[src/rtl/maxpool_layer_if.sv]
// Stream and result bundle for maxpool_layer.
//   enable     run permission (starts a frame from idle, pauses filling when low)
//   in_valid   in_data holds a pixel
//   in_ready   stage accepts a pixel this cycle
//   in_data    signed pixel, raster order
//   frame_ack  consumer has read pool_out; releases the done state
//   done       pool_out holds a complete frame
//   pool_out   flat result, entry k at [k*DATA_W +: DATA_W], k = orow*OUT_DIM + ocol
// master = pixel producer / result consumer, slave = the pooling stage.
interface maxpool_layer_if #(
  parameter int DATA_W = 32,
  parameter int IN_DIM = 6
);
  localparam int OUT_DIM = IN_DIM / 2;

  logic                              enable;
  logic                              in_valid;
  logic                              in_ready;
  logic signed [DATA_W-1:0]          in_data;
  logic                              frame_ack;
  logic                              done;
  logic [OUT_DIM*OUT_DIM*DATA_W-1:0] pool_out;

  modport master (
    output enable, in_valid, in_data, frame_ack,
    input  in_ready, done, pool_out
  );

  modport slave (
    input  enable, in_valid, in_data, frame_ack,
    output in_ready, done, pool_out
  );
endinterface

[src/rtl/maxpool_layer.sv]
// Streaming 2x2 / stride-2 signed max-pool stage.
// Takes one IN_DIM x IN_DIM feature map in raster order through bus.in_*,
// writes OUT_DIM x OUT_DIM maxima into bus.pool_out and holds bus.done
// until the consumer pulses bus.frame_ack.
// Ports:
//   clk    rising-edge clock
//   rst_n  asynchronous active-low reset
//   bus    maxpool_layer_if.slave (enable, in_valid/in_ready/in_data,
//          frame_ack, done, pool_out)
// Optional build macro MAXPOOL_RELU_EN: clamp negative pixels to zero
// before they enter the compare tree.
module maxpool_layer #(
  parameter int DATA_W = 32,
  parameter int IN_DIM = 6
) (
  input  logic           clk,
  input  logic           rst_n,
  maxpool_layer_if.slave bus
);
  localparam int OUT_DIM = IN_DIM / 2;
  localparam int K       = OUT_DIM * OUT_DIM;
  localparam int CNT_W   = (IN_DIM > 2) ? $clog2(IN_DIM) : 1;
  localparam int OIDX_W  = (OUT_DIM > 1) ? $clog2(OUT_DIM) : 1;
  localparam int KIDX_W  = (K > 1) ? $clog2(K) : 1;

  typedef enum logic [1:0] {ST_IDLE, ST_FILL, ST_DONE} state_t;

  state_t                   state_q, state_d;
  logic [CNT_W-1:0]         row_q, row_d;
  logic [CNT_W-1:0]         col_q, col_d;
  logic signed [DATA_W-1:0] hreg_q, hreg_d;
  logic signed [DATA_W-1:0] lbuf_q [OUT_DIM];
  logic signed [DATA_W-1:0] lbuf_d [OUT_DIM];
  logic signed [DATA_W-1:0] pool_q [K];
  logic signed [DATA_W-1:0] pool_d [K];

  logic                     accept;
  logic                     last_px;
  logic signed [DATA_W-1:0] px;
  logic [OIDX_W-1:0]        lidx;
  logic [KIDX_W-1:0]        kidx;
  logic [K*DATA_W-1:0]      pool_flat;

  function automatic logic signed [DATA_W-1:0] smax(
    input logic signed [DATA_W-1:0] a,
    input logic signed [DATA_W-1:0] b
  );
    return (a > b) ? a : b;
  endfunction

`ifdef MAXPOOL_RELU_EN
  function automatic logic signed [DATA_W-1:0] relu(input logic signed [DATA_W-1:0] v);
    return (v < 0) ? '0 : v;
  endfunction
  assign px = relu(bus.in_data);
`else
  assign px = bus.in_data;
`endif

  assign bus.in_ready = (state_q == ST_FILL) && bus.enable;
  assign bus.done     = (state_q == ST_DONE);
  assign accept       = bus.in_ready && bus.in_valid;
  assign last_px      = (row_q == CNT_W'(IN_DIM-1)) && (col_q == CNT_W'(IN_DIM-1));
  // Output column pair and output entry addressed by the current pixel.
  assign lidx         = OIDX_W'(col_q >> 1);
  assign kidx         = KIDX_W'(row_q >> 1) * KIDX_W'(OUT_DIM) + KIDX_W'(col_q >> 1);

  always_comb begin
    state_d = state_q;
    unique case (state_q)
      ST_IDLE: if (bus.enable) state_d = ST_FILL;
      ST_FILL: if (accept && last_px) state_d = ST_DONE;
      ST_DONE: if (bus.frame_ack) state_d = bus.enable ? ST_FILL : ST_IDLE;
      default: state_d = ST_IDLE;
    endcase
  end

  // Even rows build horizontal pair maxima into the line buffer; odd rows
  // fold the buffered pair into the lower pair and emit one result per
  // 2x2 window on the odd-column pixel.
  always_comb begin
    row_d  = row_q;
    col_d  = col_q;
    hreg_d = hreg_q;
    lbuf_d = lbuf_q;
    pool_d = pool_q;
    if (accept) begin
      unique case ({row_q[0], col_q[0]})
        2'b00:   hreg_d       = px;
        2'b01:   lbuf_d[lidx] = smax(hreg_q, px);
        2'b10:   hreg_d       = smax(lbuf_q[lidx], px);
        default: pool_d[kidx] = smax(hreg_q, px);
      endcase
      if (col_q == CNT_W'(IN_DIM-1)) begin
        col_d = '0;
        row_d = (row_q == CNT_W'(IN_DIM-1)) ? '0 : row_q + CNT_W'(1);
      end else begin
        col_d = col_q + CNT_W'(1);
      end
    end
  end

  always_comb begin
    pool_flat = '0;
    for (int k = 0; k < K; k++) pool_flat[k*DATA_W +: DATA_W] = pool_q[k];
  end
  assign bus.pool_out = pool_flat;

  always_ff @(posedge clk or negedge rst_n) begin
    if (!rst_n) begin
      state_q <= ST_IDLE;
      row_q   <= '0;
      col_q   <= '0;
      hreg_q  <= '0;
      for (int i = 0; i < OUT_DIM; i++) lbuf_q[i] <= '0;
      for (int k = 0; k < K; k++) pool_q[k] <= '0;
    end else begin
      state_q <= state_d;
      row_q   <= row_d;
      col_q   <= col_d;
      hreg_q  <= hreg_d;
      lbuf_q  <= lbuf_d;
      pool_q  <= pool_d;
    end
  end
endmodule

[src/flat_wrapper.sv]
// flat-port wrapper written by rule: the top's interface ports become plain ports
module maxpool_layer_flat 
#(
  parameter int DATA_W = 32,
  parameter int IN_DIM = 6
)
  (clk, rst_n, bus_enable, bus_in_valid, bus_in_data, bus_frame_ack, bus_in_ready, bus_done, bus_pool_out);
  maxpool_layer_if #(.DATA_W(DATA_W), .IN_DIM(IN_DIM)) bus_i ();
  input  logic clk;
  input  logic rst_n;
  input wire logic [$bits(bus_i.enable)-1:0] bus_enable;
  input wire logic [$bits(bus_i.in_valid)-1:0] bus_in_valid;
  input wire logic [$bits(bus_i.in_data)-1:0] bus_in_data;
  input wire logic [$bits(bus_i.frame_ack)-1:0] bus_frame_ack;
  output wire logic [$bits(bus_i.in_ready)-1:0] bus_in_ready;
  output wire logic [$bits(bus_i.done)-1:0] bus_done;
  output wire logic [$bits(bus_i.pool_out)-1:0] bus_pool_out;
  assign bus_i.enable = bus_enable;
  assign bus_i.in_valid = bus_in_valid;
  assign bus_i.in_data = bus_in_data;
  assign bus_i.frame_ack = bus_frame_ack;
  assign bus_in_ready = bus_i.in_ready;
  assign bus_done = bus_i.done;
  assign bus_pool_out = bus_i.pool_out;
  maxpool_layer #(.DATA_W(DATA_W), .IN_DIM(IN_DIM)) u_core (.clk(clk), .rst_n(rst_n), .bus(bus_i));
endmodule
[config.mk]
export PLATFORM = sky130hd
export DESIGN_NAME = maxpool_layer_flat
export DESIGN_NICKNAME = d
export VERILOG_FILES = /design/src/rtl/maxpool_layer_if.sv /design/src/rtl/maxpool_layer.sv /design/src/flat_wrapper.sv
export SDC_FILE = /design/constraint.sdc
export NUM_CORES = 1
export LEC_CHECK = 0
export CAP_MARGIN = 5
export CELL_PAD_IN_SITES_DETAIL_PLACEMENT = 0
export CELL_PAD_IN_SITES_GLOBAL_PLACEMENT = 1
export CORE_MARGIN = 10
export CORE_UTILIZATION = 35
export CTS_CLUSTER_DIAMETER = 50
export CTS_CLUSTER_SIZE = 10
export DETAILED_ROUTE_END_ITERATION = 16
export HOLD_SLACK_MARGIN = 0.03
export PLACE_DENSITY = 0.77
export SYNTH_ARGS = -nofsm -noshare
export SYNTH_HDL_FRONTEND = slang
export SYNTH_SLANG_ARGS = --single-unit
export TNS_END_PERCENT = 100
[constraint.sdc]
create_clock -name clk -period 9.5 [get_ports clk]
set_input_delay 1.9 -clock clk [delete_from_list [all_inputs] [get_ports clk]]
set_output_delay 1.9 -clock clk [all_outputs]
set_load 0.01 [all_outputs]
==> summary.txt, run 1 <==
Run status
  • Run status: completed

Synthesis
  • Net count of the mapped netlist: 2030
  • Count of cell types in the netlist: 56
  • Count of flip-flops with a built-in enable after synthesis: 0
  • Post-Synthesis Cells: 1925
  • Synthesized cell area: 21100 µm²
  • Post-synth top area cell: sky130_fd_sc_hd__dfrtp_1
  • Sequential element share of the synthesized area: 50.3%
  • Avg Synthesized Cell Area: 11.0 µm²
  • Number of warnings issued by yosys: 0
  • Synth async-reset ratio: 100%
  • Main area contributors after synthesis: sky130_fd_sc_hd__dfrtp_1, sky130_fd_sc_hd__a31oi_2, sky130_fd_sc_hd__nor2_1
  • Number of storage elements in the synthesis netlist: 424
  • Post-synth top area share: 50.3%
  • Most instantiated flip-flop cell in the synthesis netlist: sky130_fd_sc_hd__dfrtp_1

Finish
  • Filler cell count in the final layout: 5540
  • Area occupied by registers: 10600 µm²
  • Number of nets in the final layout: 2279
  • Finished layout cell area: 26700 µm²
  • Multi-input gate area: 9450 µm²
  • Share of cells above drive strength 1: 20.2%
  • Synthesis-to-finish area growth: 26.3%
  • Post-route core utilization: 44.9%

Route
  • Detailed-route wire length per cell: 23.1 µm
  • DRC violations left: 0
  • Vias: 16200
  • Violation count after the first detailed-route iteration: 1387
  • First drt pass iteration count: 5
  • Vias per std cell: 5.44
  • Routed wire length: 68800 µm
  • Antenna violation net count after detailed routing: 0

Setup path
  • Maximum fanout along the worst path: 35
  • Required arrival time at the worst endpoint: 9.96 ns
  • Reg-to-Reg End: u_core.hreg_q[31]
  • Element type at the critical path start: input pin
  • Classification of the worst setup path: in2reg
  • Setup slack of the worst register-to-register path: 4.52 ns
  • CP arrival: 6.08 ns
  • Worst reg2reg startpoint: u_core.col_q[1]
  • Worst Reg-to-Reg Cells: 13
  • Kind of end point of the critical path: flip-flop

Place
  • Final weighted congestion in routability-driven placement: 0.863
  • Area post-placement: 24800 µm²
  • Half-perimeter wire length after placement: 47000 µm
  • Buffers added on ports: 326

Die
  • Core Footprint: 59400 µm²
  • Starting Density: 35.5%
  • Floorplan row count: 89
  • Die Height: 266 µm
  • Die width: 266 µm
  • I/O pin count: 327
  • Area enclosed by the die boundary: 70500 µm²

Global routing
  • Sum of overflow across all layers after global routing: 0
  • Antenna violations before repair: 7
  • First-pass GRT wire length: 106000 µm
  • Via count of the first global-routing pass: 16600
  • Maximum number of pins on one net before global-route repair: 104
  • Total Routing Usage GR: 19.1%

Timing
  • Transition at the pin with the smallest max-transition slack: 1.22 ns
  • Number of pins with negative max-slew slack in the final report: 0
  • Post-Route Setup TNS: 0 ns
  • Number of hold violations in the final report: 0
  • Setup Viol. Count Final: 0
  • Post-route clock period utilization: 59.2%
  • RSZ-0062 raised after global routing: false
  • Shortest clock period the worst path allows after layout: 5.62 ns
  • Max Clock Skew: 0.0243 ns
  • Worst slew slack as a fraction of its limit: 18.1%
  • Fmax achieved: 178 MHz

CTS
  • Setup bufs post-CTS: 0
  • PostCTS Resize Cnt: 0
  • CTS sink count: 424
  • Number of buffers added to fix hold violations after cts: 0
  • Num CTS Buffers: 58
  • Reg clk slew, reported paths: 0.06 ns
  • H-tree depth reported by CTS: 2
  • Source-to-sink clock delay at the later pin of the worst-skew pair: 0.62 ns
  • Largest buffer count on any clock path: 3
  • CTS Root Cell: sky130_fd_sc_hd__clkbuf_16
  • TritonCTS clock tree: built

Min path
  • Class of the tightest hold or removal check: reg2reg
  • WHS Endpoint: u_core.hreg_q[19]
  • Worst Hold Launch: u_core.hreg_q[19]
  • Number of cells on the worst hold path: 2

Pwr
  • P_leak: 0.0108 µW
  • Total power density per cell area: 318 nW/µm²
  • Peak supply drop: 0.000169 V
  • Final Power: 8480 µW

Job
  • Maximum Capacitance Violations: 0
==> flip-flops by register name (all words and copies together) (netlist names) <==
register	flops
u_core.lbuf_q	96
u_core.col_q	3
u_core.row_q	3
u_core.state_q	2
u_core.bus.pool_out	288
u_core.hreg_q	32
==> cell usage in the layout, fill, tap and decap left out, types with 48 or more instances in the layout <==
cell type | netlist | layout
sky130_fd_sc_hd__a31oi_1 | 155 | 155
sky130_fd_sc_hd__nand2_1 | 113 | 113
sky130_fd_sc_hd__clkbuf_16 | 0 | 59
sky130_fd_sc_hd__buf_4 | 26 | 51
sky130_fd_sc_hd__clkdlybuf4s50_1 | 0 | 325
sky130_fd_sc_hd__nand4_1 | 48 | 48
sky130_fd_sc_hd__a31oi_2 | 215 | 215
sky130_fd_sc_hd__nor2_1 | 399 | 390
sky130_fd_sc_hd__dfrtp_1 | 424 | 423
sky130_fd_sc_hd__ha_1 | 66 | 66
==> per-layer routing <==
metal	share of wire, %	GRT usage (%)
met2	49	32.6
met4	2.1	4.83
met5	0.10	0
met1	42	23.9
met3	6.7	4.79
==> Yosys cell counts (all sizes together), types with 32 or more instances <==
cell type	number
buf	85
nor2	399
o211ai	32
a31oi	385
mux2i	32
dfrtp	424
ha	66
clkbuf	103
o31ai	33
o21ai	40
nand2	113
inv	37
nand4	48
==> critical path: stages <==
cell and delay (ns):
sky130_fd_sc_hd__clkdlybuf4s50_1 0.52, sky130_fd_sc_hd__inv_1 0.08, sky130_fd_sc_hd__ha_1 0.34, sky130_fd_sc_hd__a21oi_1 0.13, sky130_fd_sc_hd__o21ai_0 0.13, sky130_fd_sc_hd__a2111oi_0 0.49, sky130_fd_sc_hd__a221o_1 0.33, sky130_fd_sc_hd__and3_2 0.84
sky130_fd_sc_hd__buf_4 0.55, sky130_fd_sc_hd__or4b_1 0.56, sky130_fd_sc_hd__a31oi_1 0.18
==> cell type report <==
class                   instances  area share [%]
diodes                          1         0.00939
clock buffers                  68            5.70
clock inverters                21            1.17
inverters                      37           0.521
multi-input cells            1276            35.4
flip-flops and latches        424            39.8
well taps                     773            3.63
repair buffers                377            13.7
==> cell families after synthesis <==
family                   share of synthesized area, %
AND/OR/NAND/NOR                                  13.8
AO/OA/AOI/OAI                                    24.6
flip-flops                                       50.3
buffers and inverters                            5.66
adder cells (fa/ha/maj)                          4.10
multiplexers                                     1.52
XOR/XNOR                                       0.0415
==> per-stage QoR <==
stage	hold WS [ns]	cells	setup WS, ns
6_report	0.529	2977	3.88
3_3_place_gp	0.505	2887	3.32
4_1_cts	0.528	2976	3.89
5_1_grt	0.564	2977	3.70
2_1_floorplan	0.467	1925	5.20
3_5_place_dp	0.513	2887	3.27
==> report_power, final <==
part           internal (µW)  total [µW]  switching, µW
Sequential              2350        2700            351
Clock                   1290        2120            826
Combinational           1460        3660           2200
Total                   5100        8480           3380
==> worst max path at each step <==
stage | endpoint | cells after the start | start | slack [ns]
2_1_floorplan | u_core.bus.pool_out[12] | 12 | bus_in_data[17] | 5.20
3_3_place_gp | u_core.bus.pool_out[193] | 11 | bus_in_data[9] | 3.32
3_5_place_dp | u_core.bus.pool_out[193] | 11 | bus_in_data[11] | 3.27
4_1_cts | u_core.bus.pool_out[1] | 11 | bus_in_data[11] | 3.89
5_1_grt | u_core.bus.pool_out[193] | 11 | bus_in_data[13] | 3.70
6_report | u_core.bus.pool_out[65] | 11 | bus_in_data[11] | 3.88
No activity file was read; power rests on OpenSTA's default activity.
==> run 2: changes to the inputs <==
PLACE_DENSITY = 0.79   (was 0.77)
clock period = 4.7 ns   (was 9.5 ns; I/O delays follow)
==> run 2 against run 1 <==
- die area is the same
- final cell count grew 0.44%
- setup slack lost 3.5 ns
- sequential share of layout area shrank 0.40 points
- clock-buffer cell count shrank 7
- via count grew 1.8%
- worst hold slack lost 0.16 ns
- sequential power grew 100%
- critical endpoint is now u_core.hreg_q[29]
==> summary.txt, run 2 (synthesized netlist as in run 1, its figures left out) <==
Finish
  • Top library cells by usage in the layout, fill and taps aside: sky130_fd_sc_hd__dfrtp_1, sky130_fd_sc_hd__nor2_1, sky130_fd_sc_hd__clkdlybuf4s50_1
  • Post-route core utilization: 45.4% (+0.46 points)
  • Synthesis-to-finish area growth: 27.6%
  • Area occupied by registers: 10600 µm² (unchanged)
  • Leading cell type in the layout, fill and taps excluded: sky130_fd_sc_hd__dfrtp_1
  • Post-route insts no fill: 2990 (+0.44%)
  • Multi-input gate area: 9520 µm² (+0.82%)
  • Share of cells above drive strength 1: 20.7% (+0.58 points)
  • Filler cell count in the final layout: 5430 (-2.0%)
  • Number of nets in the final layout: 2299 (+0.88%)
  • Number of flip-flops under the largest register name: 288 (unchanged)

Timing
  • RSZ-0062 raised after global routing: false
  • Shortest clock period the worst path allows after layout: 4.30 ns
  • Transition at the pin with the smallest max-transition slack: 1.24 ns (+0.0179 ns)
  • Max Clock Skew: 0.0520 ns (+0.0277 ns)
  • Fmax achieved: 232 MHz
  • Hold Slack: 0.367 ns (-0.162 ns)
  • Post-route clock period utilization: 91.6%
  • Number of pins with negative max-slew slack in the final report: 0 (unchanged)
  • Worst slew slack as a fraction of its limit: 16.9% (-1.2 points)
  • Number of hold violations in the final report: 0 (unchanged)
  • Setup Viol. Count Final: 0 (unchanged)

Pwr
  • Final Power: 17000 µW (+100%)
  • Total power density per cell area: 632 nW/µm² (+99%)
  • P_leak: 0.0109 µW (+1.0%)
  • Peak supply drop: 0.000342 V (+100%)

Setup path
  • Classification of the worst setup path: reg2reg
  • Worst path buffer plus inverter count: 1 (-2)
  • Worst Reg-to-Reg Cells: 12 (-1)
  • Required arrival time at the worst endpoint: 5.20 ns (-4.76 ns)
  • Number of cells on the critical path: 12 (+1)
  • CP Capture Point: u_core.hreg_q[29]
  • Maximum fanout along the worst path: 32 (-8.6%)
  • Slowest cell delay on critical path: 0.92 ns (+0.08 ns)
  • Cell type group with the largest total delay on the critical path: compound AO/OA/AOI/OAI gates
  • Worst reg2reg startpoint: u_core.col_q[1]
  • Reg-to-Reg End: u_core.hreg_q[29]
  • Setup slack of the worst register-to-register path: 0.40 ns (-4.12 ns)
  • Element type at the critical path start: flip-flop
  • Worst-path cell with the longest stage delay: sky130_fd_sc_hd__a31o_2
  • Kind of end point of the critical path: flip-flop
  • CP Launch Point: u_core.col_q[1]
  • Sequence of cells on the critical path: nor2b_2 > buf_4 > nand2_1 > o21ai_0 > ha_1 > nand4_1 > nor3_1 > a21boi_0 > o41ai_1 > a31o_2 > nand4_1 > o211ai_1
  • Library cell appearing most often on the critical path: sky130_fd_sc_hd__nand4_1
  • CP arrival: 4.80 ns (-1.28 ns)

Die
  • Starting Density: 35.5% (unchanged)
  • I/O pin count: 327 (unchanged)
  • Core Footprint: 59400 µm² (unchanged)
  • Area enclosed by the die boundary: 70500 µm² (unchanged)
  • Floorplan row count: 89 (unchanged)
  • Die width: 266 µm (unchanged)
  • Die Height: 266 µm (unchanged)

Place
  • Buffers added on ports: 326 (unchanged)
  • Final weighted congestion in routability-driven placement: 0.842 (-2.4%)
  • Half-perimeter wire length after placement: 49100 µm (+4.6%)
  • Number of cells after detailed placement: 2911 (+0.83%)

CTS
  • TritonCTS clock tree: built
  • H-tree depth reported by CTS: 2 (unchanged)
  • Setup bufs post-CTS: 0 (unchanged)
  • CTS Root Cell: sky130_fd_sc_hd__clkbuf_16
  • Source-to-sink clock delay at the later pin of the worst-skew pair: 0.63 ns (about the same)
  • CTS sink count: 424 (unchanged)
  • PostCTS Resize Cnt: 0 (unchanged)
  • Largest buffer count on any clock path: 3 (unchanged)
  • Number of buffers added to fix hold violations after cts: 0 (unchanged)
  • Num CTS Buffers: 54 (-6.9%)
  • Reg clk slew, reported paths: 0.06 ns (about the same)

Route
  • Antenna violation net count after detailed routing: 0 (unchanged)
  • Vias per std cell: 5.51 (+1.3%)
  • Routed wire length: 70200 µm (+2.1%)
  • DRC violations left: 0 (unchanged)
  • Vias: 16500 (+1.8%)
  • First drt pass iteration count: 5 (unchanged)
  • Violation count after the first detailed-route iteration: 1307 (-5.8%)
  • Detailed-route wire length per cell: 23.5 µm (+1.6%)

Min path
  • Class of the tightest hold or removal check: in2async

Global routing
  • Antenna violations before repair: 8 (+1)
  • Maximum number of pins on one net before global-route repair: 103 (-0.96%)
  • First-pass GRT wire length: 107000 µm (+1.2%)
  • Total Routing Usage GR: 19.4% (+0.30 points)
  • Via count of the first global-routing pass: 16700 (+0.58%)
  • Sum of overflow across all layers after global routing: 0 (unchanged)

Job
  • Maximum Capacitance Violations: 0 (unchanged)

Run status
  • Run status: completed
==> run 2: cell count changes in the layout (fill, tap and decap cells not counted), moves of 5 or more <==
cell / previous run / this run
sky130_fd_sc_hd__buf_12: 0 / 16
sky130_fd_sc_hd__buf_4: 51 / 59
sky130_fd_sc_hd__clkbuf_16: 59 / 54
sky130_fd_sc_hd__o31ai_2: 28 / 19
sky130_fd_sc_hd__o31ai_4: 4 / 13
==> run 2: worst min-delay path by stage <==
stage                     depth (start not counted)                     end               from  slack (ns)
after floorplan                                   2       u_core.hreg_q[19]  u_core.hreg_q[19]        0.47
after global placement                            2       u_core.hreg_q[19]  u_core.hreg_q[19]        0.51
after detailed placement                          2       u_core.hreg_q[19]  u_core.hreg_q[19]        0.51
after CTS                                         1  u_core.bus.pool_out[8]              rst_n        0.42
after global routing                              1  u_core.bus.pool_out[8]              rst_n        0.47
final                                             1  u_core.bus.pool_out[8]              rst_n        0.37
==> run 2: layout make-up <==
class / instances / area share (%)
antenna: 3 / 0.0279
clock buffer: 61 / 5.23
clock inverter: 15 / 0.864
inverter: 37 / 0.516
multi-input combinational: 1276 / 35.4
sequential: 424 / 39.4
tap: 773 / 3.59
timing repair buffer: 401 / 15.0
==> run 2: through the flow <==
step	worst slack, ns	instance area (µm²)	setup TNS (ns)
after floorplan	1.15	21100	0
after CTS	0.433	26900	0
after global routing	0.127	26900	0
final	0.397	26900	0
after detailed placement	-0.183	25300	-12.72
after global placement	-0.165	25300	-11.19
==> run 2: report_power, final <==
part	internal (µW)	switching [µW]	total [µW]
Combinational	3080	4500	7580
Clock	2340	1590	3930
Sequential	4760	749	5510
Total	10200	6840	17000
==> run 2: worst reg2reg max path, delay by kind of cell, from the launching register on <==
family,cells,cell delay [ns]
flip-flops,1,0.57
buffers and inverters,1,0.40
AND/OR/NAND/NOR,5,0.91
adder cells (fa/ha/maj),1,0.29
AO/OA/AOI/OAI,5,2.01
==> run 2: metal layers <==
metal,vias up,global-route usage [%],routed length (µm)
met3,110,5.25,5520
met5,-,0,58
met4,10,5.54,1810
li1,7525,-,-
met1,8247,24.2,28900
met2,586,32.7,34000
==> run 3: changes to the inputs <==
ABC_AREA = 1   (was default)
PLACE_DENSITY = 0.84   (was 0.79)
==> run 3 against run 2 <==
- register-to-register slack better by 0.27 ns
- global-route usage increased by 3.6 points
- clock skew decreased by 0.033 ns
- utilization shrank 0.072 points
- die area down 3.8%
- sequential share of layout area up 1.3 points
- power down 1.1%
- sequential power is 3% lower
- largest power group unchanged
==> summary.txt, run 3 <==
Run status
  • Run status: completed

Timing
  • Post-Route Setup TNS: 0 ns (unchanged)
  • Fmax achieved: 248 MHz (+6.8%)
  • Number of hold violations in the final report: 0 (unchanged)
  • PnR worst setup slack: 0.670 ns (+0.273 ns)
  • Worst slew slack as a fraction of its limit: 13.6% (-3.3 points)
  • Shortest clock period the worst path allows after layout: 4.03 ns (-0.273 ns)
  • Max Clock Skew: 0.0185 ns (-0.0335 ns)
  • Setup Viol. Count Final: 0 (unchanged)
  • RSZ-0062 raised after global routing: false
  • Transition at the pin with the smallest max-transition slack: 1.29 ns (+0.0552 ns)
  • Post-route clock period utilization: 85.7% (-5.8 points)
  • Number of pins with negative max-slew slack in the final report: 0 (unchanged)

CTS
  • Reg clk slew, reported paths: 0.06 ns (about the same)
  • TritonCTS clock tree: built
  • Number of buffers added to fix hold violations after cts: 0 (unchanged)
  • CTS sink count: 424 (unchanged)
  • Source-to-sink clock delay at the later pin of the worst-skew pair: 0.62 ns (about the same)
  • Setup bufs post-CTS: 0 (unchanged)
  • H-tree depth reported by CTS: 2 (unchanged)
  • CTS Root Cell: sky130_fd_sc_hd__clkbuf_16
  • Num CTS Buffers: 58 (+7.4%)
  • PostCTS Resize Cnt: 0 (unchanged)
  • Largest buffer count on any clock path: 3 (unchanged)

Setup path
  • Classification of the worst setup path: reg2reg
  • Worst reg2reg startpoint: u_core.col_q[2]
  • Setup slack of the worst register-to-register path: 0.67 ns (+0.27 ns)
  • CP Launch Point: u_core.col_q[2]
  • CP arrival: 4.58 ns (-0.22 ns)
  • Kind of end point of the critical path: flip-flop
  • Required arrival time at the worst endpoint: 5.25 ns (+0.05 ns)
  • CP Capture Point: u_core.hreg_q[27]
  • Worst Reg-to-Reg Cells: 16 (+4)
  • Element type at the critical path start: flip-flop
  • Maximum fanout along the worst path: 34 (+6.3%)
  • Reg-to-Reg End: u_core.hreg_q[27]

Global routing
  • Antenna violations before repair: 1 (-7)
  • Via count of the first global-routing pass: 19000 (+14%)
  • Sum of overflow across all layers after global routing: 0 (unchanged)
  • Maximum number of pins on one net before global-route repair: 98 (-4.9%)
  • Total Routing Usage GR: 23.1% (+3.6 points)
  • First-pass GRT wire length: 121000 µm (+13%)

Synthesis
  • Most used standard cells in the synthesized netlist: sky130_fd_sc_hd__nand2_1, sky130_fd_sc_hd__nand3_1, sky130_fd_sc_hd__dfrtp_1
  • Number of storage elements in the synthesis netlist: 424 (unchanged)
  • Number of warnings issued by yosys: 0 (unchanged)
  • Avg Synthesized Cell Area: 8.17 µm² (-25%)
  • Synth async-reset ratio: 100% (unchanged)
  • Net count of the mapped netlist: 2582 (+27%)
  • Post-synth top area cell: sky130_fd_sc_hd__dfrtp_1
  • Count of flip-flops with a built-in enable after synthesis: 0 (unchanged)
  • Post-Synthesis Cells: 2477 (+29%)
  • Post-synth top area share: 52.5% (+2.2 points)
  • Most common cell in the synthesized netlist: sky130_fd_sc_hd__nand2_1
  • Synthesized cell area: 20200 µm² (-4.1%)
  • Most instantiated flip-flop cell in the synthesis netlist: sky130_fd_sc_hd__dfrtp_1
  • Count of cell types in the netlist: 36 (-36%)
  • Main area contributors after synthesis: sky130_fd_sc_hd__dfrtp_1, sky130_fd_sc_hd__nand2_1, sky130_fd_sc_hd__nand3_1
  • Sequential element share of the synthesized area: 52.5% (+2.2 points)

Route
  • Vias: 18900 (+15%)
  • Violation count after the first detailed-route iteration: 1931 (+48%)
  • DRC violations left: 0 (unchanged)
  • First drt pass iteration count: 7 (+2)
  • Detailed-route wire length per cell: 22.5 µm (-4.4%)
  • Routed wire length: 79500 µm (+13%)
  • Antenna violation net count after detailed routing: 0 (unchanged)
  • Vias per std cell: 5.33 (-3.2%)

Finish
  • Share of cells above drive strength 1: 6.31% (-14 points)
  • Multi-input gate area: 8300 µm² (-13%)
  • Filler cell count in the final layout: 5493 (+1.2%)
  • Number of nets in the final layout: 2853 (+24%)
  • Total inserted antenna cells: 0 (-3)
  • Synthesis-to-finish area growth: 28.7%
  • Top library cells by usage in the layout, fill and taps aside: sky130_fd_sc_hd__nand2_1, sky130_fd_sc_hd__nand3_1, sky130_fd_sc_hd__dfrtp_1
  • Area occupied by registers: 10600 µm² (about the same)
  • Number of flip-flops under the largest register name: 288 (unchanged)
  • Leading cell type in the layout, fill and taps excluded: sky130_fd_sc_hd__nand2_1

Job
  • Maximum Capacitance Violations: 0 (unchanged)

Die
  • Core Footprint: 57500 µm² (-3.2%)
  • Die Height: 260 µm (-1.9%)
  • Floorplan row count: 88 (-1.1%)
  • Die width: 260 µm (-1.9%)
  • Starting Density: 35.2% (-0.36 points)
  • I/O pin count: 327 (unchanged)
  • Area enclosed by the die boundary: 67800 µm² (-3.8%)

Pwr
  • Internal Power: 9670 µW (-5.0%)
  • Total power density per cell area: 646 nW/µm² (+2.3%)
  • Net switching power of the design: 7160 µW (+4.6%)
  • P_leak: 0.0137 µW (+26%)
  • Peak supply drop: 0.000341 V (-0.44%)
  • Switching portion of total power: 42.5% (+2.3 points)
  • Register share of total power: 31.7% (-0.7 points)
  • Part of the total power dissipated in combinational logic: 42.7% (-1.9 points)
  • Clock power frac: 25.6% (+2.5 points)

Place
  • Buffers added on ports: 326 (unchanged)
  • Half-perimeter wire length after placement: 52400 µm (+6.6%)
  • Final weighted congestion in routability-driven placement: 0.888 (+5.5%)
  • Post-placement worst setup slack: 0.491 ns (+0.674 ns)

Min path
  • Class of the tightest hold or removal check: in2async
-- run 3: changes by cell type after synthesis, sizes merged, moves of 28 or more --
cell	previous run	this run
or4b	31	0
o21ai	40	9
a31oi	385	0
nand2	113	1016
clkbuf	103	75
o31ai	33	1
nand3	7	430
mux2i	32	0
nor2	399	36
a22oi	0	28
inv	37	144
o211ai	32	0
-- run 3: cells by family after synthesis --
logic type               synth area share [%]
adder cells (fa/ha/maj)                  4.28
flip-flops                               52.5
buffers and inverters                    6.62
AO/OA/AOI/OAI                            2.39
AND/OR/NAND/NOR                          34.3
-- run 3: how the worst min path moves through the flow --
stage	start	endpoint	depth (start not counted)
4_1_cts	rst_n	u_core.bus.pool_out[173]	1
6_report	rst_n	u_core.bus.pool_out[173]	1
3_5_place_dp	u_core.lbuf_q[14]	u_core.lbuf_q[14]	2
5_1_grt	rst_n	u_core.bus.pool_out[141]	1
3_3_place_gp	u_core.lbuf_q[29]	u_core.lbuf_q[29]	2
2_1_floorplan	u_core.hreg_q[0]	u_core.hreg_q[0]	2
-- run 3: cell type report --
class | count | area share (%)
repair buffers | 386 | 14.5
inverters | 144 | 2.08
clock inverters | 19 | 1.03
flip-flops and latches | 424 | 40.8
well taps | 765 | 3.68
multi-input cells | 1734 | 31.9
clock buffers | 67 | 6.02
-- run 3: stage by stage --
stage / hold slack, ns / area, µm² / total power (µW) / std cells / utilization [%]
after detailed placement: 0.465 / 24200 / 12500 / 3453 / 42.1
after global routing: 0.389 / 26000 / 17800 / 3539 / 45.3
after floorplan: 0.449 / 20200 / 9450 / 2477 / -
final: 0.323 / 26000 / 16800 / 3539 / 45.3
after CTS: 0.379 / 26000 / 16800 / 3539 / 45.3
after global placement: 0.463 / 24200 / 12300 / 3453 / 42.1
-- run 3: layer usage --
| metal | vias up | global-route usage, % | routed length, µm |
|---|---|---|---|
| met5 | - | 0 | 13 |
| met4 | 2 | 8.40 | 2370 |
| met3 | 151 | 4.06 | 6170 |
| met2 | 889 | 39.3 | 39300 |
| met1 | 9333 | 28.9 | 31600 |
| li1 | 8502 | - | - |
-- run 3: power by group through the flow --
| stage | clock network [µW] | logic, µW | registers [µW] |
|---|---|---|---|
| after detailed placement | 0 | 7110 | 5360 |
| after CTS | 4380 | 7140 | 5320 |
| after global routing | 4520 | 7840 | 5440 |
| after global placement | 0 | 6950 | 5330 |
| after floorplan | 0 | 4070 | 5370 |
| final | 4310 | 7180 | 5340 |
-- run 3: critical path, cell delays in order, from the launching register on --
cell and delay (ns):
sky130_fd_sc_hd__dfrtp_1 0.47, sky130_fd_sc_hd__nor2_2 0.06, sky130_fd_sc_hd__buf_4 0.30, sky130_fd_sc_hd__a221oi_1 0.48, sky130_fd_sc_hd__inv_1 0.11, sky130_fd_sc_hd__ha_1 0.38
sky130_fd_sc_hd__nand2_1 0.09, sky130_fd_sc_hd__nor2_1 0.14, sky130_fd_sc_hd__nand2_1 0.09, sky130_fd_sc_hd__nor3b_1 0.46, sky130_fd_sc_hd__nand2_1 0.16, sky130_fd_sc_hd__nand3_1 0.46
sky130_fd_sc_hd__nand3_1 0.21, sky130_fd_sc_hd__buf_4 0.28, sky130_fd_sc_hd__nand2_1 0.10, sky130_fd_sc_hd__nand3_1 0.08, sky130_fd_sc_hd__nand2_1 0.08
==> RTL change 1: new RTL, settings of run 2 <==
Reset style: synchronous (`rst_n`), changed in one clocked block. Comments in the files are not updated.
--- a/src/rtl/maxpool_layer.sv
+++ b/src/rtl/maxpool_layer.sv
@@ -106,7 +106,7 @@
   end
   assign bus.pool_out = pool_flat;
 
-  always_ff @(posedge clk or negedge rst_n) begin
+  always_ff @(posedge clk) begin
     if (!rst_n) begin
       state_q <= ST_IDLE;
       row_q   <= '0;
Formal check against the unedited RTL: differs if rst_n is asserted again (counterexample within 4 cycles, from zero or initial values and one cycle with rst_n low); with rst_n held inactive, the same outputs for 4 cycles.
==> RTL change 1 against run 2 <==
- critical path type is now in2reg
- sequential share of layout area is 4.6 points lower
- via count up 0.39%
- count of clock-buffer cells in the layout rose by 1
- worst setup slack improved by 0.19 ns
- highest routed layer is now met4
- sequential cell count unchanged
- synthesized area is 9.2% lower
- utilization down 0.22 points
- wire length rose by 1.1%
- design area shrank 9.4%
- cell count decreased by 3.7%
Power is not compared: it rests on default switching activity, and its combinational part moved more than twofold at a synthesized area within 25%.
==> RTL change 1: results (changes against run 2) <==
stage	metric	value	unit	change
status	outcome	completed		unchanged
grt	initial antenna violation count	1		was 8
synth	mux share of post-synthesis cell area	3.29	%	was 1.52%
critical_path	worst reg2reg path depth	13		was 12
placement	Placed Area	0.0228	mm^2	was 0.0253 mm^2
synth	Synth top cells by count	dfxtp_1, o21ai_0, a31oi_1, clkbuf_1, nand2_1		was dfrtp_1, nor2_1, a31oi_2, a31oi_1, nand2_1
timing	Clock Skew	0.0204	ns	was 0.0520 ns
grt	GR Layer Usage met3	4.09	%	was 5.25%
placement	dpl hpwl	49.5	mm	was 49.1 mm
finish	Inverters, non-clock	42		was 37
synth	commonest register cell after synthesis	dfxtp_1		was dfrtp_1
grt	met1 usage in global routing	23.1	%	was 24.2%
finish	Antenna Cells	0		was 3
finish	buffer share of cell area	16.4	%	was 15.0%
floorplan	FP Rows	85		was 89
placement	Routability Congestion	0.879		was 0.842
grt	vias in the first global route	16088		was 16688
finish	FFs & Latches	424		unchanged
route	Detailed Route Iter0 Violations	1305		was 1307
grt	first-pass GRT wire length	105	mm	was 107 mm
grt	GRT met2 Usage	38.7	%	was 32.7%
finish	utilization after layout	45.1	%	was 45.4%
finish	layout cells sized above 1	13.6	%	was 20.7%
timing	worst slew pin tran	1.27	ns	was 1.24 ns
finish	# clk buffers	62		was 61
synth	Compound-Gate Fraction of Synth Area	32.6	%	was 24.6%
-- RTL change 1: cell types whose count changed in the layout (fill, tap and decap cells not counted), sizes merged, moves of 31 or more --
| cell | before | now |
|---|---|---|
| or4b | 31 | 0 |
| dfxtp | 0 | 424 |
| nor2 | 399 | 10 |
| dfrtp | 424 | 0 |
| nand2 | 113 | 81 |
| mux2i | 32 | 63 |
| o21ai | 40 | 455 |
-- RTL change 1: worst paths after layout --
path	startpoint	end	slack, ns
worst min register to register	u_core.hreg_q[14]	u_core.hreg_q[14]	0.50
worst min-delay path	u_core.hreg_q[14]	u_core.hreg_q[14]	0.50
worst max-delay path	bus_in_data[6]	u_core.bus.pool_out[95]	0.58
worst max register to register	u_core.col_q[1]	u_core.hreg_q[6]	0.76
-- RTL change 1: power by group --
part / leakage [uW] / internal [uW] / total [uW] / switching [uW]
clock: 0.000764 / 2220 / 3810 / 1580
sequential: 0.00342 / 3610 / 3620 / 13.4
combinational: 0.00414 / 149 / 482 / 333
==> RTL change 2: new RTL, config.mk and constraints of run 2 <==
Without the edit above. `DATA_W` is set to 32 in 3 places; all go to 64.
--- a/src/rtl/maxpool_layer_if.sv
+++ b/src/rtl/maxpool_layer_if.sv
@@ -8,7 +8,7 @@
 //   pool_out   flat result, entry k at [k*DATA_W +: DATA_W], k = orow*OUT_DIM + ocol
 // master = pixel producer / result consumer, slave = the pooling stage.
 interface maxpool_layer_if #(
-  parameter int DATA_W = 32,
+  parameter int DATA_W = 64,
   parameter int IN_DIM = 6
 );
   localparam int OUT_DIM = IN_DIM / 2;
--- a/src/rtl/maxpool_layer.sv
+++ b/src/rtl/maxpool_layer.sv
@@ -10,7 +10,7 @@
 // Optional build macro MAXPOOL_RELU_EN: clamp negative pixels to zero
 // before they enter the compare tree.
 module maxpool_layer #(
-  parameter int DATA_W = 32,
+  parameter int DATA_W = 64,
   parameter int IN_DIM = 6
 ) (
   input  logic           clk,
--- a/src/flat_wrapper.sv
+++ b/src/flat_wrapper.sv
@@ -1,7 +1,7 @@
 // flat-port wrapper written by rule: the top's interface ports become plain ports
 module maxpool_layer_flat 
 #(
-  parameter int DATA_W = 32,
+  parameter int DATA_W = 64,
   parameter int IN_DIM = 6
 )
   (clk, rst_n, bus_enable, bus_in_valid, bus_in_data, bus_frame_ack, bus_in_ready, bus_done, bus_pool_out);
Ports: changed (resized bus_in_data and bus_pool_out); port bits go from 327 to 647. No check against the original RTL was run, so the function may have changed too.
==> RTL change 2 against run 2 <==
- power grew 68%
- via count rose by 67%
- sequential cell count rose by 416
- critical path depth rose by 4
- synthesized cell count rose by 85%
- sequential power is 80% higher
- utilization up 2.0 points
- clock power rose by 99%
- worst setup slack gained 0.011 ns
- first-iteration DRC count up 21%
- synthesized area grew 70%
- wire length rose by 70%
- design area rose by 79%
- critical endpoint is now u_core.hreg_q[46]
==> RTL change 2: results (changes against run 2) <==
stage	metric	value	unit	change
finish	Layout Cells excl Fill	5675		was 2990
placement	input/output buffers	646		was 326
finish	count of multi-input gates	2369		was 1276
finish	Antenna Cells	8		was 3
critical_path	Setup crit start	u_core.col_q[2]		was u_core.col_q[1]
finish	Seq/total area	43.5	%	was 39.4%
placement	Placed Cells	5507		was 2911
grt	GR Layer Usage met3	5.86	%	was 5.25%
timing	worst slew pin tran	1.02	ns	was 1.24 ns
synth	mux share of post-synthesis cell area	5.65	%	was 1.52%
finish	multi-input combinational area share	27.5	%	was 35.4%
synth	Synth top cells by count	nand2_1, dfrtp_1, o21ai_1, o21ai_0, clkbuf_1		was dfrtp_1, nor2_1, a31oi_2, a31oi_1, nand2_1
grt	Total GRT Usage	20.2	%	was 19.4%
grt	met1 usage in global routing	25.5	%	was 24.2%
status	outcome	completed		unchanged
grt	first-pass GRT wire length	181	mm	was 107 mm
synth	sequential area share after synthesis	58.5	%	was 50.3%
finish	Buffers excl. clock	859		was 401
synth	Post-Synth Adder-Cell Area	4.63	%	was 4.10%
clock_tree	total CTS buffers	109		was 54
clock_tree	clock latency on the worst-skew pair	0.69	ns	was 0.63 ns
placement	Routability Congestion	0.836		was 0.842
grt	GRT met2 Usage	34.1	%	was 32.7%
clock_tree	H-tree depth	3		was 2
finish	Nets	4451		was 2299
power_and_ir_drop	Net Switching	10200	uW	was 6840 uW
finish	layout cells sized above 1	10.7	%	was 20.7%
finish	Inverters, non-clock	71		was 37
finish	max FFs per register	576		was 288
route	metal2 WL	58.5	mm	was 34.0 mm
grt	largest net degree at the start of global routing	129		was 103
route	via count	27557		was 16478
critical_path	Arr. time, crit path	4.81	ns	was 4.80 ns
route	DR WL met3	7.98	mm	was 5.52 mm
route	M1 wire length	50.6	mm	was 28.9 mm
synth	synthesized instance count	3563		was 1925
synth	Compound-Gate Fraction of Synth Area	14.7	%	was 24.6%
finish	buffer share of cell area	18.0	%	was 15.0%
finish	fillers	9560		was 5430
timing	hold_ws	0.376	ns	was 0.367 ns
power_and_ir_drop	leakage	0.0216	uW	was 0.0109 uW
critical_path	R2R Path End	u_core.hreg_q[46]		was u_core.hreg_q[29]
finish	# clk buffers	129		was 61
route	Routed wire per std cell	21.1	um	was 23.5 um
synth	Post-Synth XOR/XNOR Area	0	%	was 0.0415%
critical_path	crit-path max cell delay	0.47	ns	was 0.92 ns
timing	Clock Skew	0.0297	ns	was 0.0520 ns
critical_path	CP max-delay cell	dfrtp_4		was a31o_2
## RTL change 2: cell types whose count changed in the layout (fill, tap and decap cells not counted), sizes merged, moves of 31 or more
cell	before	now
buf	76	214
o31ai	33	0
o21ai	40	848
clkdlybuf4s50	325	645
a21oi	28	122
or4b	31	0
dfrtp	424	840
nor2	399	79
nand2	113	883
ha	66	130
a31oi	385	1
mux2i	32	193
clkbuf	61	129
inv	40	82
## RTL change 2: through the flow
step / area [um^2] / worst slack, ns / TNS (ns)
finish: 48300 / 0.407 / 0
global route: 48300 / 0.108 / 0
CTS: 48300 / 0.297 / 0
detailed placement: 45000 / -0.267 / -116.78
global placement: 45000 / -0.180 / -25.69
floorplan: 36000 / 0.583 / 0
## RTL change 2: power by group through the flow
stage	logic, uW	clock network (uW)	registers (uW)
3_3_place_gp	10900	0	9960
6_report	10800	7820	9910
3_5_place_dp	11000	0	10000
5_1_grt	12000	8300	10100
2_1_floorplan	6030	0	10100
4_1_cts	11100	8000	9910
